## src/rtl/fader_pkg.sv

```systemverilog
// rtl/fader_pkg.sv - shared state and command encodings for the fade sequencer
package fader_pkg;

  typedef logic [1:0] fade_state_t;

  localparam fade_state_t ST_MUTED     = 2'd0;
  localparam fade_state_t ST_RAMP_UP   = 2'd1;
  localparam fade_state_t ST_RAMP_DOWN = 2'd2;
  localparam fade_state_t ST_FULL      = 2'd3;

  typedef enum logic [1:0] {
    OP_FADE_IN  = 2'b00,
    OP_FADE_OUT = 2'b01,
    OP_SET_FULL = 2'b10,
    OP_SET_MUTE = 2'b11
  } fade_op_e;

endpackage

```

## src/rtl/fade_rate_div.sv

```systemverilog
// rtl/fade_rate_div.sv - strobe divider producing one gain-step tick every (rate+1) strobes
module fade_rate_div
  import fader_pkg::*;
#(
  parameter int RATE_W = 8
) (
  input  logic              clk,
  input  logic              n_reset,
  input  logic              clear,
  input  logic              load,
  input  logic [RATE_W-1:0] rate,
  input  logic              enable,
  input  logic              strobe,
  output logic              tick
);

  logic [RATE_W-1:0] cnt;
  logic [RATE_W-1:0] rate_q;

  // Tick is combinational so the gain steps on the same edge as the counter wraps.
  assign tick = enable && strobe && (cnt == rate_q);

  always_ff @(posedge clk or negedge n_reset) begin
    if (!n_reset) begin
      cnt    <= '0;
      rate_q <= '0;
    end else if (clear) begin
      cnt <= '0;
    end else if (load) begin
      cnt    <= '0;
      rate_q <= rate;
    end else if (enable && strobe) begin
      cnt <= tick ? '0 : cnt + RATE_W'(1);
    end
  end

endmodule

```

## src/rtl/fade_sequencer.sv

```systemverilog
// rtl/fade_sequencer.sv - command-driven gain ramp sequencer for the fader datapath
module fade_sequencer
  import fader_pkg::*;
#(
  parameter int GAIN_W = 4,
  parameter int RATE_W = 8
) (
  input  logic              clk,
  input  logic              n_reset,
  input  logic              clear,
  input  logic              sample_strobe,
  input  logic              cmd_valid,
  output logic              cmd_ready,
  input  logic [1:0]        cmd_op,
  input  logic [RATE_W-1:0] cmd_rate,
  output logic [GAIN_W-1:0] gain,
  output logic              fad_enable,
  output logic              busy,
  output logic              done
);

  localparam logic [GAIN_W-1:0] GAIN_FULL = '1;
  localparam logic [GAIN_W-1:0] GAIN_ONE  = GAIN_W'(1);

  fade_state_t       state;
  logic [GAIN_W-1:0] gain_q;
  logic              done_q;
  logic              accept;
  logic              step;
  fade_op_e          op;

  assign op         = fade_op_e'(cmd_op);
  assign busy       = (state == ST_RAMP_UP) || (state == ST_RAMP_DOWN);
  assign cmd_ready  = ((state == ST_MUTED) || (state == ST_FULL)) && !clear;
  assign accept     = cmd_valid && cmd_ready;
  assign gain       = gain_q;
  assign fad_enable = |gain_q;
  assign done       = done_q;

  fade_rate_div #(.RATE_W(RATE_W)) u_rate_div (
    .clk     (clk),
    .n_reset (n_reset),
    .clear   (clear),
    .load    (accept),
    .rate    (cmd_rate),
    .enable  (busy),
    .strobe  (sample_strobe),
    .tick    (step)
  );

  always_ff @(posedge clk or negedge n_reset) begin
    if (!n_reset) begin
      state  <= ST_MUTED;
      gain_q <= '0;
      done_q <= 1'b0;
    end else begin
      done_q <= 1'b0;
      if (clear) begin
        state  <= ST_MUTED;
        gain_q <= '0;
      end else if (accept) begin
        case (op)
          // A fade already at its target completes at once without moving gain.
          OP_FADE_IN: begin
            if (gain_q == GAIN_FULL) done_q <= 1'b1;
            else                     state  <= ST_RAMP_UP;
          end
          OP_FADE_OUT: begin
            if (gain_q == '0) done_q <= 1'b1;
            else              state  <= ST_RAMP_DOWN;
          end
          OP_SET_FULL: begin
            gain_q <= GAIN_FULL;
            state  <= ST_FULL;
            done_q <= 1'b1;
          end
          OP_SET_MUTE: begin
            gain_q <= '0;
            state  <= ST_MUTED;
            done_q <= 1'b1;
          end
        endcase
      end else if (step) begin
        if (state == ST_RAMP_UP) begin
          gain_q <= gain_q + GAIN_ONE;
          if (gain_q == GAIN_FULL - GAIN_ONE) begin
            state  <= ST_FULL;
            done_q <= 1'b1;
          end
        end else begin
          gain_q <= gain_q - GAIN_ONE;
          if (gain_q == GAIN_ONE) begin
            state  <= ST_MUTED;
            done_q <= 1'b1;
          end
        end
      end
    end
  end

endmodule

```

## config.mk

```make
export PLATFORM = sky130hd
export DESIGN_NAME = fade_sequencer
export DESIGN_NICKNAME = d
export VERILOG_FILES = /design/src/rtl/fader_pkg.sv /design/src/rtl/fade_rate_div.sv /design/src/rtl/fade_sequencer.sv
export SDC_FILE = /design/constraint.sdc
export NUM_CORES = 1
export LEC_CHECK = 0
export CELL_PAD_IN_SITES_DETAIL_PLACEMENT = 1
export CELL_PAD_IN_SITES_GLOBAL_PLACEMENT = 1
export CORE_ASPECT_RATIO = 2
export CORE_UTILIZATION = 38
export DETAILED_ROUTE_END_ITERATION = 16
export DONT_BUFFER_PORTS = 1
export HOLD_SLACK_MARGIN = 0.06
export PLACE_DENSITY = 0.73
export SETUP_SLACK_MARGIN = 0.3
export SYNTH_ARGS = -nofsm -noshare
export SYNTH_HDL_FRONTEND = slang
export SYNTH_SLANG_ARGS = --single-unit
```

## constraint.sdc

```tcl
create_clock -name clk -period 3.25 [get_ports clk]
set_input_delay 0.8125 -clock clk [delete_from_list [all_inputs] [get_ports clk]]
set_output_delay 0.8125 -clock clk [all_outputs]
set_load 0.1 [all_outputs]
```

* Yosys cells after proc, flatten, opt, wreduce, memory -nomap -nowiden
Index checks and enable logic that the tools add are counted.
** Word-level totals
- Bits in read-only memories :: 0
- Bits in registers :: 23
- Latch bits :: 0
- Bits in writable memories :: 0
- Output and inout bits :: 8
- Memories :: 0
- Input port bits :: 15
- Word-level logic and storage cells :: 68
** Cells by class
- Divide/modulo/power cells :: 0
- $lt $le $gt $ge :: 0
- $add $sub $neg :: 3
- Bitwise gates (word level) :: 1
- Multiplexer cells :: 27
- Shift operators :: 0
- Reductions and logical operators :: 18
- Multipliers :: 0
- Equal/unequal tests :: 14
** Operator list (count)
- 2-to-1 mux 8 bit :: 4
- 2-to-1 mux 2 bit :: 8
- 2-to-1 mux 4 bit :: 4
- adder 8 x 1 -> 8 bit, second input constant :: 1
- equality test 2 bit, second input constant :: 4
- equality test 4 bit, second input constant :: 2
- equality test 8 bit :: 1
- 2-to-1 mux 1 bit :: 8
- != test 4 bit, second input constant :: 2
- case mux 2 bit (4 select lines) :: 1
- case mux 4 bit (2 select lines) :: 1
- nonzero test 3 bit :: 2
- AND reduction 5 bit :: 1
- adder 4 x 1 -> 4 bit, second input constant :: 1
- equality test 2 x 1 -> 1 bit, second input constant :: 2
- equality test 4 x 1 -> 1 bit, second input constant :: 1
- logical AND 1 bit :: 4
- logical NOT 2 bit :: 2
- logical NOT 4 bit :: 1
- != test 4 x 2 -> 1 bit, second input constant :: 1
- != test 4 x 3 -> 1 bit, second input constant :: 1
- AND reduction 2 bit :: 2
- nonzero test 4 bit :: 1
- OR reduction 4 bit :: 1
- other kinds (6) :: 7

* Longest topological paths before layout
Gate-level depths: netlist of run 1.
- Word-level depth :: 8
- Mapped depth :: 9
- Mapped depth without buffers :: 7

* Modules after synthesis
A second synthesis of run 1 with hierarchy kept.
** Second synthesis, totals
- Cells, all modules :: 169
- Area total of the unflattened synthesis :: 1646.6 sq um
** By module, submodules not included
- fade_rate_div :: seq. area each 400.4 sq um, times used 1, area each 950.9 sq um, cells each 89
- fade_sequencer :: seq. area each 175.2 sq um, times used 1, area each 695.7 sq um, cells each 80

* Worst setup path after synthesis of run 1
Ideal clock, no wire load.
- Kind :: flip-flop to output port
- From :: register state[0]
- To :: output port cmd_ready
- Slack :: -79 ps
- Arrival time :: 2517 ps
- Path buffers :: 0
- Stages on the path, launching flop included :: 4
- Required time :: 2438 ps
- Path through :: dfrtp_1 ha_1 inv_1 nor2_1
** Between the ends
- Cells in the longest elaborated chain, start to end :: 3
- Elaborated cells on any way between the ends :: 4
- Classes of those cells :: 1 x eq/ne; 3 x reduce/logical
** RTL lines
- start, declared :: RTL line fade_sequencer.sv:25 : fade_state_t state;
- start signal, assigned :: RTL line fade_sequencer.sv:53 : state <= ST_MUTED;
- start signal, assigned :: RTL line fade_sequencer.sv:59 : state <= ST_MUTED;
- start signal, assigned :: RTL line fade_sequencer.sv:66 : else state <= ST_RAMP_UP;
- equality test 2 bit / logical NOT 2 bit (equally long branches) :: RTL line fade_sequencer.sv:34 : assign cmd_ready = ((state == ST_MUTED) || (state == ST_FULL)) && !clear;
- logical OR 1 bit * :: RTL line fade_sequencer.sv:34
- logical AND 1 bit * :: RTL line fade_sequencer.sv:34
- end, declared :: RTL line fade_sequencer.sv:13 : output logic cmd_ready,
Mark *: on every way between the ends. The rest lies on a longest branch, timed or not.

* Worst setup path in the final report of run 1
- From :: register state[0]
- To :: register state[0]
** Between the ends
- Cells in the longest elaborated chain, start to end :: 6
- Elaborated cells on any way between the ends :: 20
- Classes of those cells :: 6 x eq/ne; 4 x mux; 10 x reduce/logical
** RTL lines (RTL line)
- equality test 2 bit, or another cell as far along :: fade_sequencer.sv:34
- logical OR 1 bit (on tied branches) :: fade_sequencer.sv:34, fade_sequencer.sv:33
- logical AND 1 bit (on tied branches) :: fade_sequencer.sv:34, fade_rate_div.sv:21
- logical AND 1 bit (on tied branches) :: fade_sequencer.sv:35, fade_rate_div.sv:21
- != test 4 bit (no line), or another cell as far along
- AND reduction 5 bit (no line) / 2-to-1 mux 2 bit (equally long branches)
Parallel ways exist; a longest one is shown, timed or not. The select of a mux whose other input is x is not followed.
A chain may end at the register's enable or synchronous reset.

==> results of run 1 <==
report_power, final:
part           internal [mW]  switching [mW]
sequential             0.333          0.0471
clock                 0.0856          0.0857
combinational          0.125           0.282
total                  0.544           0.415
cell families (layout without fill, tap and decap cells):
logic type	Yosys count	after routing
mux	12	12
simple gates	51	51
compound gates	27	27
flops	23	23
buf+inv	12	17
xor+xnor	15	15
fa+ha+maj	11	11
final cells by class:
| type | count | area (µm²) | area share (%) |
|---|---|---|---|
| Inverter | 6 | 22.5 | 1.44 |
| Clock inverter | 1 | 5.00 | 0.321 |
| Timing Repair Buffer | 7 | 52.6 | 3.37 |
| Multi-Input combinational cell | 116 | 802 | 51.4 |
| Tap cell | 49 | 61.3 | 3.93 |
| Clock buffer | 3 | 41.3 | 2.65 |
| Sequential cell | 23 | 576 | 36.9 |
worst max-delay path by stage:
stage	start	slack, ns	end
2_1_floorplan	gain[0]	0.33	fad_enable
3_3_place_gp	state[0]	0.85	state[0]
3_5_place_dp	state[0]	0.68	state[0]
4_1_cts	state[0]	0.63	state[0]
5_1_grt	state[0]	0.42	state[0]
6_report	state[0]	0.61	state[0]
layer usage:
metal	up-vias	share of wire, %	GRT usage [%]
met1	573	35	21.0
met2	34	55	34.8
li1	536	-	-
met5	-	0	0
met4	0	5.2	14.6
met3	15	4.4	3.84
flip-flops by register name, summed over array words and instances, names as in the netlist:
signal / flops
u_rate_div.rate_q: 8
done: 1
u_rate_div.cnt: 8
gain: 4
state: 2
cell usage in the layout, fill, tap and decap left out, drive strengths merged, types with 2 or more instances in the layout:
cell type | synthesis | final
buf | 3 | 7
nand4 | 6 | 6
inv | 6 | 6
nor2 | 14 | 14
clkbuf | 3 | 3
mux2 | 10 | 10
ha | 11 | 11
mux2i | 2 | 2
dfrtp | 23 | 23
xor2 | 10 | 10
nor3 | 4 | 4
nor4 | 2 | 2
nand2 | 15 | 15
a21oi | 13 | 13
xnor2 | 5 | 5
nand2b | 2 | 2
o21ai | 6 | 6
nand3 | 5 | 5
metrics by stage:
stage	power (mW)	hold slack, ns
final	0.959	0.233
after global routing	1.02	0.214
after CTS	0.971	0.224
after detailed placement	0.795	0.500
after global placement	0.783	0.492
after floorplan	0.712	0.481
==> results.cfg, run 1 <==
[clock_tree]
clkSlewWorstSetupHoldPaths_ns = 0.07
clock_latency_ns = 0.27
cts_buffers = 3
postCtsSetupBuffers = 0
max-clock-path-buffers = 2
cts-resized-gates = 0
cts_tree = yes
clock_sinks = 23
htreeDepth = 1
hold_buffers = 0
cts-root-buf = clkbuf_8

[die]
start_util_pct = 39.8
pin_count = 23
dieArea_um2 = 4040
rows = 31
core_area_um2 = 3610
die_h_um = 88.9
die_w_um = 45.5

[final_layout]
stdcell_count = 205
stdcell_area_um2 = 1560
layout.nets = 183
area.growth.synth_to_final_pct = 8.62
antennaDiodeCount = 0
final.fill_count = 429
final_util_pct = 43.3
drive_above_1_share_pct = 14.7

[setup_path]
crit_family = simple AND/OR/NAND/NOR gates
ff2ff_path_depth = 6
ff2ff_setup_slack_ns = 0.61
max_stage_delay_ns = 0.44
worst_setup_path_end_kind = register
start_kind = register
crit_type = reg -> reg
r2r_start = state[0]
path_max_fanout = 11
critPathArrivalTime_ns = 2.79
crit_buf_inv = 0
cp.required_ns = 3.40
path_cells = ha_1 > nand2b_1 > nor4_2 > nand4_1 > o21ai_0 > mux2_2
r2r-end = state[0]
slowest_stage = nand4_1
cp.depth = 6

[run]
max-cap-violations = 0

[routing]
vias_per_cell = 5.65
first_pass_iters = 3
vias = 1158
drt-total-wl_mm = 3.46
ant_nets = 0
initialDrtViolationCount = 10
avgRoutedWirePerCell_um = 16.9
post-route-drc-count = 0

[synth]
synth-compound-area-share_pct = 10.7
synth_top_family_by_area = simple AND/OR/NAND/NOR gates
synthSimpleGateAreaFrac_pct = 17.0
seq_area_frac_synth_pct = 40.1
yosysMostFrequentCell = dfrtp_1
ys_top_cells_by_count = 23 x dfrtp_1, 15 x nand2_1, 14 x nor2_1
synth_fp_nets = 177
yosys-top-cells-area = dfrtp_1 40%, ha_1 9.6%, mux2_2 7.8%
synth-xor-area-share_pct = 9.15
synth_top_area_share_pct = 40.1
yosys.area_share.adder_pct = 9.58
syn_area_per_cell_um2 = 9.51
synth_edf_count = 0
postSynthCellCount = 151
synth_cell_types = 31
synth_async_sr_flop_share_pct = 100
ys_warn_count = 0
ys_ff_latch = 23
ys_dominant_reg_cell = dfrtp_1
muxShareOfSynthArea_pct = 9.23
synth.cell_area_um2 = 1440
yosysTopAreaCell = dfrtp_1

[global_route]
grt.overflow.total = 0
grt_pass1_wl_mm = 5.83
antenna_found_initial = 0
grt_pass1_vias = 1297
grt_usage_pct = 20.3
grt_max_degree = 24

[sta]
fmax_mhz = 379
finalSetupViolCount = 0
slew_viol_final = 0
slew_headroom_pct = 41.9
fin_crit_ns = 2.64
rsz0062_at_grt = false
period_share_pct = 81.3
setup_slack_ns = 0.609
hold_viol_final = 0
tightestPinTransition_ns = 0.872
clock_skew_ns = 0.00177
setup_tns_ns = 0

[placed_design]
portBuffers = 0
place_area_um2 = 1510
place_ws_ns = 0.682
gp_congestion = 0.811
placed_cells = 201
dp_hpwl_mm = 2.76

[pwr]
powerDensity_nw_per_um2 = 615
p_leak_nw = 0.694
ir_drop_v = 0.000424

[outcome]
outcome = finished clean

[worst_hold_path]
hp-class = in -> async
Power figures use the tool's default switching activity.
==> run 2: changes to the inputs <==
==> constraint.sdc (replaced) <==
create_clock -name clk -period 2.6 [get_ports clk]
set_input_delay 0.65 -clock clk [delete_from_list [all_inputs] [get_ports clk]]
set_output_delay 0.65 -clock clk [all_outputs]
set_load 0.1 [all_outputs]
==> results.cfg, run 2 (synthesized netlist as in run 1, its figures left out) <==
[final_layout]
layout_commonest_cell = dfrtp_1
area.growth.synth_to_final_pct = 15.9
drive_above_1_share_pct = 21.0
stdcell_area_um2 = 1660
seqCellArea_um2 = 579
antennaDiodeCount = 0
final.fill_count = 429
stdcell_count = 211
mostFrequentLayoutCells = 20 x dfrtp_1, 14 x nand2_1, 13 x nor2_1, 13 x a21oi_1, 11 x ha_1
layout.nets = 189
multi_input_area_um2 = 821

[die]
start_util_pct = 39.8
pin_count = 23
die_w_um = 45.5
core_area_um2 = 3610
dieArea_um2 = 4040
die_h_um = 88.9
rows = 31

[clock_tree]
max-clock-path-buffers = 2
cts_buffers = 3
clkSlewWorstSetupHoldPaths_ns = 0.08
htreeDepth = 1
clock_sinks = 23
cts_tree = yes
clock_latency_ns = 0.27
cts-root-buf = clkbuf_8

[routing]
wl_met3_um = 111
post-route-drc-count = 0
initialDrtViolationCount = 19
drt-total-wl_mm = 3.78
route.met2.wl_mm = 2.18
drt-met1-wl_mm = 1.33
avgRoutedWirePerCell_um = 17.9
first_pass_iters = 3
vias = 1166
vias_per_cell = 5.53
ant_nets = 0
top_layer = met4

[sta]
clock_skew_ns = 0.00234
setup_tns_ns = 0
slew_headroom_pct = 64.0
slew_viol_final = 0
tightestPinTransition_ns = 0.539
period_share_pct = 82.3
fin_crit_ns = 2.14
fmax_mhz = 467
rsz0062_at_grt = false
hold_viol_final = 0
whs_ns = 0.183
finalSetupViolCount = 0

[setup_path]
ff2ff_path_depth = 6
start_kind = register
r2r_start = state[0]
crit_type = reg -> reg
cp.required_ns = 2.76
worst_setup_path_end_kind = register
ff2ff_setup_slack_ns = 0.46
r2r-end = state[1]
path_max_fanout = 8
critPathArrivalTime_ns = 2.30

[run]
max-cap-violations = 0

[outcome]
outcome = finished clean

[global_route]
grt_pass1_vias = 1285
grt.overflow.total = 0
grt_max_degree = 24
grt_usage_pct = 20.7
grt_pass1_wl_mm = 5.93
antenna_found_initial = 0

[placed_design]
gp_congestion = 0.916
dp_hpwl_mm = 2.89
portBuffers = 0
place_area_um2 = 1580
placed_cells = 205

[pwr]
p_leak_nw = 0.738
switching_share_pct = 43.5
power_mw = 1.28
clockPowerShare_pct = 18.0
power.share.combinational_pct = 45.5
p_int_uw = 724
ir_drop_v = 0.000438
switchingPower_uw = 558
seqPwrFrac_pct = 36.5
powerDensity_nw_per_um2 = 770

[worst_hold_path]
hp-class = in -> async
## run 2: cell count changes in the layout (fill, tap and decap cells not counted), sizes merged
| cell | change |
|---|---|
| clkinv | -1 |
| buf | +6 |
| clkbuf | +1 |
## run 2: through the flow
step | util, % | setup WS (ns)
3_3_place_gp | 43.8 | 0.339
4_1_cts | 45.2 | 0.305
5_1_grt | 46.1 | 0.326
2_1_floorplan | - | 0.188
6_report | 46.1 | 0.461
3_5_place_dp | 43.8 | 0.195
## run 2: final cells by class
class / count / area share, %
Clock buffer: 4 / 2.71
Tap cell: 49 / 3.68
Inverter: 6 / 1.35
Sequential cell: 23 / 34.8
Multi-Input combinational cell: 116 / 49.3
Timing Repair Buffer: 13 / 8.12
## run 2: power groups by stage
stage / combinational [mW] / sequential [mW] / clock (mW)
6_report: 0.583 / 0.468 / 0.230
5_1_grt: 0.620 / 0.476 / 0.250
2_1_floorplan: 0.360 / 0.539 / 0
3_3_place_gp: 0.556 / 0.470 / 0
3_5_place_dp: 0.568 / 0.476 / 0
4_1_cts: 0.572 / 0.469 / 0.233
## run 2: critical path, cell delays in order (launching register included)
cell and delay, ns:
dfrtp_1 0.39, ha_1 0.37, nand2b_4 0.21, nor4_2 0.17, nand4_1 0.26, o21ai_2 0.28
mux2_2 0.36
## run 2: metal layers
metal,GRT usage (%),vias up
li1,-,545
met2,38.6,25
met4,12.1,0
met3,2.63,15
met5,0,-
met1,20.4,581
## run 2: timing repair
| action | in CTS | in global routing |
|---|---|---|
| hold buffers | 0 | 1 |
| endpoints found under the setup margin | 2 | 10 |
| pin swaps | 0 | 2 |
| gates resized for setup | 2 | 2 |
| setup buffers | 0 | 1 |
| hold endpoints to repair | 0 | 23 |
## run 2: how the worst max path moves through the flow
| stage | startpoint | end | slack [ns] |
|---|---|---|---|
| 6_report | state[0] | state[1] | 0.46 |
| 5_1_grt | state[1] | state[0] | 0.33 |
| 4_1_cts | state[0] | state[1] | 0.30 |
| 3_5_place_dp | state[0] | state[1] | 0.20 |
| 3_3_place_gp | state[0] | state[1] | 0.34 |
| 2_1_floorplan | state[0] | cmd_ready | 0.19 |
==> run 3: changes to the inputs <==
--- a/config.mk
+++ b/config.mk
@@ -12,7 +12,7 @@
 export DETAILED_ROUTE_END_ITERATION = 16
 export DONT_BUFFER_PORTS = 1
 export HOLD_SLACK_MARGIN = 0.06
-export PLACE_DENSITY = 0.73
+export PLACE_DENSITY = 0.76
 export SETUP_SLACK_MARGIN = 0.3
 export SYNTH_ARGS = -nofsm -noshare
 export SYNTH_HDL_FRONTEND = slang
==> constraint.sdc (replaced) <==
create_clock -name clk -period 1.8 [get_ports clk]
set_input_delay 0.45 -clock clk [delete_from_list [all_inputs] [get_ports clk]]
set_output_delay 0.45 -clock clk [all_outputs]
set_load 0.1 [all_outputs]
==> results.cfg, run 3 (synthesized netlist as in run 1, its figures left out) <==
[sta]
slew_headroom_pct = 31.2
fin_crit_ns = 1.93
finalSetupViolCount = 7
rsz0062_at_grt = true
fmax_mhz = 519
clock_skew_ns = 0.00522
tightestPinTransition_ns = 1.03
setup_slack_ns = -0.126
period_share_pct = 107
slew_viol_final = 0
hold_viol_final = 0

[global_route]
grt_pass1_vias = 1462
grt.overflow.total = 0
grt_max_degree = 24
grt_pass1_wl_mm = 7.40
antenna_found_initial = 0
grt_usage_pct = 26.2

[pwr]
ir_drop_v = 0.000678
powerDensity_nw_per_um2 = 990
switching_share_pct = 42.5
clockPowerShare_pct = 14.2
p_int_mw = 1.26
switchingPower_uw = 927
seqPwrFrac_pct = 32.0
p_leak_nw = 0.951
power_mw = 2.18
power.share.combinational_pct = 53.8

[final_layout]
antennaDiodeCount = 0
final_util_pct = 61.2
drive_above_1_share_pct = 48.9
mostFrequentLayoutCells = 21 x buf_4, 19 x dfrtp_1, 11 x nand2_1, 11 x buf_6, 10 x mux2_4
layout_commonest_cell = buf_4
area.growth.synth_to_final_pct = 53.6
layout.nets = 213
stdcell_count = 235

[clock_tree]
clock_sinks = 23
max-clock-path-buffers = 2
cts-root-buf = clkbuf_8
htreeDepth = 1
clkSlewWorstSetupHoldPaths_ns = 0.08
clock_latency_ns = 0.26
cts_buffers = 3
cts_tree = yes

[die]
start_util_pct = 39.8
core_area_um2 = 3610
die_w_um = 45.5
dieArea_um2 = 4040
pin_count = 23
die_h_um = 88.9
rows = 31

[setup_path]
path_cells = ha_4 > nand2b_4 > buf_4 > buf_4 > buf_6 > a211oi_4 > nand3_2 > xor2_1 > nor2_1
slowest_stage = dfrtp_1
crit_type = reg -> reg
start_kind = register
ff2ff_path_depth = 9
crit_buf_inv = 3
max_stage_delay_ns = 0.41
critPathArrivalTime_ns = 2.12
cp.required_ns = 1.99
cp.depth = 9
path_max_fanout = 5
cp_common_cell = buf_4
worst_setup_path_end_kind = register
crit_family = flip-flops

[worst_hold_path]
whs_path_depth = 1
hp-class = in -> reg

[outcome]
outcome = finished with violations
violations = setup timing

[routing]
avgRoutedWirePerCell_um = 20.2
initialDrtViolationCount = 18
ant_nets = 0
vias_per_cell = 5.43
post-route-drc-count = 0
drt-total-wl_mm = 4.74
first_pass_iters = 4
vias = 1277

[placed_design]
dp_hpwl_mm = 2.97
placed_cells = 215
gp_congestion = 0.824
portBuffers = 0

[run]
max-cap-violations = 0
[run 3: cell count changes in the layout (fill, tap and decap cells not counted), moves of 3 or more]
| cell | delta |
|---|---|
| a21oi_1 | -7 |
| a21oi_2 | +5 |
| buf_4 | +11 |
| buf_6 | +11 |
| dfrtp_4 | +3 |
| inv_1 | -4 |
| mux2_2 | -10 |
| mux2_4 | +10 |
| nand2_1 | -3 |
| nor2_1 | -6 |
| nor2_4 | +5 |
| xor2_1 | -3 |
| xor2_2 | +3 |
[run 3: final timing paths]
path	endpoint	startpoint	slack, ns
max	u_rate_div.cnt[7]	state[0]	-0.13
min	u_rate_div.rate_q[1]	cmd_rate[1]	0.33
max reg2reg	u_rate_div.cnt[7]	state[0]	-0.13
min reg2reg	u_rate_div.rate_q[5]	u_rate_div.rate_q[5]	0.54
max in group asynchronous	gain[2]	n_reset	0.62
min in group asynchronous	gain[0]	n_reset	0.44
[run 3: cell type report]
| type | instances | area (µm²) |
|---|---|---|
| Clock buffer | 4 | 45.0 |
| Tap cell | 49 | 61.3 |
| Sequential cell | 23 | 588 |
| Fill cell | 371 | 1400 |
| Timing Repair Buffer | 37 | 374 |
| Inverter | 6 | 35.0 |
| Multi-Input combinational cell | 116 | 1100 |
[run 3: repair_timing]
action,in CTS,in global routing
gates cloned,0,0
buffers inserted,8,7
pin swaps,16,5
hold buffers,1,0
gates resized for setup,61,12
setup endpoints to repair,28,50
endpoints found under the hold margin,23,0
[run 3: per-layer routing]
| layer | global-route usage, % | up-vias | routed length [µm] |
|---|---|---|---|
| met5 | 0 | - | 0 |
| met4 | 13.5 | 0 | 177 |
| met3 | 4.04 | 16 | 172 |
| met2 | 48.3 | 48 | 2800 |
| met1 | 26.6 | 624 | 1590 |
| li1 | - | 589 | - |
[run 3: stage by stage]
step,TNS [ns],area [µm²],hold WS [ns],setup slack (ns)
6_report,-0.618,2210,0.332,-0.126
5_1_grt,-2.04,2210,0.325,-0.239
4_1_cts,-0.232,2100,0.327,-0.0614
3_5_place_dp,-0.385,1730,0.155,-0.119
3_3_place_gp,-0.0235,1730,0.155,-0.0235
2_1_floorplan,-0.617,1530,0.154,-0.368
[run 3: power by group through the flow]
stage	clock network (mW)	logic [mW]	registers (mW)
2_1_floorplan	0	0.588	0.790
6_report	0.309	1.17	0.699
3_3_place_gp	0	0.877	0.694
3_5_place_dp	0	0.893	0.702
4_1_cts	0.318	1.09	0.698
5_1_grt	0.336	1.24	0.708
